$ cat src/rtl/mac_pm_pkg.sv
// Shared power-mode definitions for the MAC power-mode sequencer and MAC_UPF benches.
// Holds the mode and FSM encodings, the legality check and the hop-routing rules.
package mac_pm_pkg;

    localparam int unsigned PM_MODE_W = 3;

    typedef enum logic [PM_MODE_W-1:0] {
        PM_OFF = 3'b000,
        PM_RPM = 3'b001,
        PM_ESM = 3'b010,
        PM_LPM = 3'b011,
        PM_FPM = 3'b110
    } pm_mode_t;

    typedef enum logic [1:0] {
        ST_IDLE   = 2'd0,
        ST_DRAIN  = 2'd1,
        ST_SWITCH = 2'd2,
        ST_SETTLE = 2'd3
    } pm_state_t;

    function automatic logic is_legal_mode(input logic [PM_MODE_W-1:0] code);
        logic legal;
        case (code)
            3'b000, 3'b001, 3'b010, 3'b011, 3'b110: legal = 1'b1;
            default:                                legal = 1'b0;
        endcase
        return legal;
    endfunction

    // One step from cur toward tgt; FPM is only entered or left through ESM.
    function automatic pm_mode_t next_hop(input pm_mode_t cur, input pm_mode_t tgt);
        pm_mode_t hop;
        hop = tgt;
        if (tgt == PM_OFF) begin
            hop = PM_OFF;
        end else if (cur == PM_OFF) begin
            hop = PM_RPM;
        end else if ((tgt == PM_FPM) && (cur != PM_ESM)) begin
            hop = PM_ESM;
        end else if (cur == PM_FPM) begin
            hop = PM_ESM;
        end
        return hop;
    endfunction

endpackage

$ cat src/rtl/pm_settle_timer.sv
// Loadable down-counter timing the drain and supply-settle intervals.
// done is asserted during the last cycle of a loaded interval.
module pm_settle_timer #(
    parameter int unsigned CNT_W = 3
) (
    input  logic             clk,
    input  logic             reset,
    input  logic             i_start,
    input  logic [CNT_W-1:0] i_load,
    output logic             o_done_c
);

    logic [CNT_W-1:0] r_cnt;

    always_ff @(posedge clk or negedge reset) begin
        if (!reset) begin
            r_cnt <= '0;
        end else if (i_start) begin
            r_cnt <= i_load;
        end else if (r_cnt != '0) begin
            r_cnt <= r_cnt - CNT_W'(1);
        end
    end

    assign o_done_c = (r_cnt == CNT_W'(1));

endmodule

$ cat src/rtl/mac_pm_sequencer.sv
// Power-mode sequencer in front of MAC_UPF: accepts mode requests, gates the operand
// feed during a switch, and walks state_select through legal hops with settle time.
module mac_pm_sequencer
    import mac_pm_pkg::*;
#(
    parameter int unsigned DRAIN_CYCLES  = 1,
    parameter int unsigned SETTLE_CYCLES = 4,
    parameter int unsigned CNT_W         = $clog2(SETTLE_CYCLES + DRAIN_CYCLES + 1)
) (
    input  logic       clk,
    input  logic       reset,
    input  logic       req_valid,
    input  logic [2:0] req_mode,
    output logic       req_ready,
    output logic [2:0] state_select,
    output logic       mac_enable,
    output logic       busy,
    output logic       mode_err
);

    pm_state_t        r_state;
    pm_state_t        w_state_nxt;
    pm_mode_t         r_sel;
    pm_mode_t         w_sel_nxt;
    pm_mode_t         r_target;
    pm_mode_t         w_target_nxt;
    logic             r_req_ready;
    logic             r_mac_enable;
    logic             r_busy;
    logic             r_mode_err;
    logic             w_mode_err_nxt;
    logic             w_accept;
    logic             w_tmr_start;
    logic             w_tmr_done;
    logic [CNT_W-1:0] w_tmr_load;

    assign w_accept = req_valid && r_req_ready;

    pm_settle_timer #(
        .CNT_W(CNT_W)
    ) u_timer (
        .clk      (clk),
        .reset    (reset),
        .i_start  (w_tmr_start),
        .i_load   (w_tmr_load),
        .o_done_c (w_tmr_done)
    );

    // Next-state and next-output decode.
    always_comb begin
        w_state_nxt    = r_state;
        w_sel_nxt      = r_sel;
        w_target_nxt   = r_target;
        w_mode_err_nxt = 1'b0;
        w_tmr_start    = 1'b0;
        w_tmr_load     = '0;
        case (r_state)
            ST_IDLE: begin
                if (w_accept) begin
                    if (!is_legal_mode(req_mode)) begin
                        w_mode_err_nxt = 1'b1;
                    end else if (req_mode != r_sel) begin
                        w_target_nxt = pm_mode_t'(req_mode);
                        if (DRAIN_CYCLES == 0) begin
                            w_state_nxt = ST_SWITCH;
                        end else begin
                            w_state_nxt = ST_DRAIN;
                            w_tmr_start = 1'b1;
                            w_tmr_load  = CNT_W'(DRAIN_CYCLES);
                        end
                    end
                end
            end
            ST_DRAIN: begin
                if (w_tmr_done) begin
                    w_state_nxt = ST_SWITCH;
                end
            end
            ST_SWITCH: begin
                w_sel_nxt   = next_hop(r_sel, r_target);
                w_tmr_start = 1'b1;
                w_tmr_load  = CNT_W'(SETTLE_CYCLES);
                w_state_nxt = ST_SETTLE;
            end
            ST_SETTLE: begin
                // Intermediate hops re-enter SWITCH directly; the feed is already drained.
                if (w_tmr_done) begin
                    w_state_nxt = (r_sel == r_target) ? ST_IDLE : ST_SWITCH;
                end
            end
            default: begin
                w_state_nxt = ST_IDLE;
            end
        endcase
    end

    // State and registered outputs, all derived from the next state.
    always_ff @(posedge clk or negedge reset) begin
        if (!reset) begin
            r_state      <= ST_IDLE;
            r_sel        <= PM_OFF;
            r_target     <= PM_OFF;
            r_req_ready  <= 1'b1;
            r_mac_enable <= 1'b0;
            r_busy       <= 1'b0;
            r_mode_err   <= 1'b0;
        end else begin
            r_state      <= w_state_nxt;
            r_sel        <= w_sel_nxt;
            r_target     <= w_target_nxt;
            r_req_ready  <= (w_state_nxt == ST_IDLE);
            r_mac_enable <= (w_state_nxt == ST_IDLE) && (w_sel_nxt != PM_OFF);
            r_busy       <= (w_state_nxt != ST_IDLE);
            r_mode_err   <= w_mode_err_nxt;
        end
    end

    assign req_ready    = r_req_ready;
    assign state_select = r_sel;
    assign mac_enable   = r_mac_enable;
    assign busy         = r_busy;
    assign mode_err     = r_mode_err;

endmodule

$ cat config.mk
export PLATFORM = sky130hd
export DESIGN_NAME = mac_pm_sequencer
export DESIGN_NICKNAME = d
export VERILOG_FILES = /design/src/rtl/mac_pm_pkg.sv /design/src/rtl/pm_settle_timer.sv /design/src/rtl/mac_pm_sequencer.sv
export SDC_FILE = /design/constraint.sdc
export NUM_CORES = 1
export LEC_CHECK = 0
export CAP_MARGIN = 20
export CORE_AREA = 2 2 42 44
export CTS_CLUSTER_DIAMETER = 80
export DETAILED_ROUTE_END_ITERATION = 16
export DIE_AREA = 0 0 44 46
export PLACE_DENSITY_LB_ADDON = 0.05
export REMOVE_ABC_BUFFERS = 1
export SYNTH_ARGS = -nofsm -noshare
export SYNTH_HDL_FRONTEND = slang
export SYNTH_SLANG_ARGS = --single-unit
$ cat constraint.sdc
create_clock -name clk -period 4 [get_ports clk]
set_input_delay 0.8 -clock clk [delete_from_list [all_inputs] [get_ports clk]]
set_output_delay 0.8 -clock clk [all_outputs]
set_load 0.02 [all_outputs]
==> impl_metrics.ini <==
[run_status]
status = completed

[synth]
async_reset_ff_share_pct = 100
seq_area_frac_synth_pct = 46.2
synth-seq-cells = 15
syn_area_um2 = 816
ys_types = 31
yosys_most_used_dff = dfrtp_1
synth_edf_count = 0
synth_area_per_cell_um2 = 10.5
yosysWarnings = 0
postSynthCellCount = 78

[place]
hpwl_um = 1110
gp_congestion = 0.749
numPortBuffers = 12

[worst_setup_path]
critPathBufInv = 1
slowest_delay_ps = 670
crit_family = buffers and inverters
critPathLaunchType = register
timing.rr.start = u_timer.r_cnt[1]
end_kind = output pin
worstSetupStartpoint = state_select[0]
crit_path_cell_trace = clkdlybuf4s50_1
crit_arrival_ps = 1480
crit_fanout = 8
worstSetupPathType = register to output pin
cp_data_required_time_ps = 3200
cpMaxStageDelayCell = clkdlybuf4s50_1

[sta]
period_share_pct = 56.9
hold_viol_final = 0
setup_viol = 0
slew_viol_final = 0
worst_pin_slew_ps = 701
fin_skew_ps = 0.391
finalCriticalPeriod_ps = 2280
fmax_mhz = 440
rsz0062_at_grt = no
max_slew_margin_pct = 53.1
setup_tns_ps = 0

[detailed_routing]
drt_iter0_drc = 4
ant_nets = 0
totalWireLength_um = 1450
first_pass_iters = 3
drt-wirelength-per-cell_um = 13.3
drc = 0
num_vias = 588
viasPerCell = 5.39

[global_route]
track_usage_pct = 17.4
grt_pass1_vias = 554
antenna_found_initial = 0
grt_overflow_total = 0
grt_start_max_net_pins = 16
grt_first_pass_wirelength_um = 2430

[flow_run]
drv_cap = 0

[clock_network]
cts_tree = yes
cts_inserted_buffers = 3
cts_resized = 0
clk_pin_slew_worst_paths_ps = 90
post_cts_buffers = 0
cts-htree-levels = 1
cts_num_sinks = 15
clkLatencyLatePin_ps = 280
clockBufferDepth = 2
postCtsHoldBufs = 0
cts_root_buffer = clkbuf_4

[layout]
fin_nets = 102
drive_gt1_share_pct = 15.2
area_growth_pct = 17.9
diodes = 0

[hold_path]
holdCritStartpoint = r_state[1]
hp-class = register to register

[power]
vdd_drop_max_v = 0.000341
power_density_nw_per_um2 = 703
p_leak_uw = 0.000415
power_uw = 677

[die]
rows = 15
die_area_um2 = 2020
coreArea_um2 = 1610
start_util_pct = 50.5
dieWidth_um = 44
die_h_um = 46
ios = 13
==> layer usage <==
metal | global-route usage, % | vias up | part of all wire [%]
met3 | 4.37 | 0 | 2.8
met1 | 20.7 | 284 | 45
met5 | 0 | - | 0
li1 | - | 298 | -
met2 | 28.8 | 6 | 52
met4 | 9.09 | 0 | 0
==> state kept, by name, summed over array words and instances (netlist names) <==
name / cells
busy: 1
req_ready: 1
r_target: 3
state_select: 3
mode_err: 1
u_timer.r_cnt: 3
mac_enable: 1
r_state: 2
==> cell usage after synthesis (all sizes together) (3+ instances only) <==
cell type,instances,share of area [%]
xnor2,7,9.4
dfrtp,14,43
ha,3,4.6
and3,3,2.9
nor2,5,2.6
mux2,3,4.1
o21ai,5,3.1
a31oi,3,2.3
inv,7,3.2
a21oi,3,1.8
nand2,4,1.8
==> cell type report <==
class	instances	area, um^2
Tap cell	17	21.3
Timing Repair Buffer	12	120
Sequential cell	15	377
Multi-Input combinational cell	54	390
Clock buffer	3	22.5
Inverter	7	26.3
Clock inverter	1	5.00
Fill cell	146	652
==> metrics by stage <==
stage	instance area (um^2)	hold slack [ps]	utilization [%]	setup slack (ps)	instances
after floorplan	793	504	-	2290	76
after detailed placement	935	546	57.9	1630	105
after global placement	935	545	57.9	1690	105
after global routing	962	604	59.6	1630	109
final	962	559	59.6	1720	109
after CTS	962	558	59.6	1700	109
==> layout by cell type, fill, tap and decap left out, drive strengths merged <==
master and instances:
and3b 1, clkdlybuf4s50 12, nor2 5, dfstp 1
a21oi 3, nand2b 2, clkbuf 3, o31ai 1
or2 1, nor2b 2, o22ai 2, a31o 1
inv 7, ha 3, nand2 4, nand3 2
and3 3, nor3 2, or2b 1, mux2 3
o21ai 5, clkinv 1, o22a 1, a21boi 1
dfrtp 14, xnor2 7, o31a 1, a31oi 3
==> report_power, final <==
group | switching [uW] | total [uW] | leakage, uW | internal [uW]
clock | 49.3 | 86.4 | 0.0000177 | 37.1
combinational | 149 | 311 | 0.000220 | 162
sequential | 71.9 | 280 | 0.000178 | 208
total | 270 | 677 | 0.000415 | 406
==> cell families after synthesis <==
group,after synthesis,share of synthesized area (%)
mux,3,4.14
simple gates,23,16.0
buf+inv,9,5.98
compound gates,18,13.8
fa+ha+maj,3,4.60
xor+xnor,7,9.36
flops,15,46.2
==> worst paths after layout <==
kind | to | slack [ps] | depth (start not counted)
hold / removal | r_state[1] | 560 | 1
min in group asynchronous | mode_err | 930 | 1
max in group asynchronous | r_target[2] | 2630 | 1
hold reg to reg | r_state[1] | 560 | 1
setup reg to reg | mac_enable | 2440 | 8
setup / recovery | state_select[0] | 1720 | 1
Power figures use the tool's default switching activity.
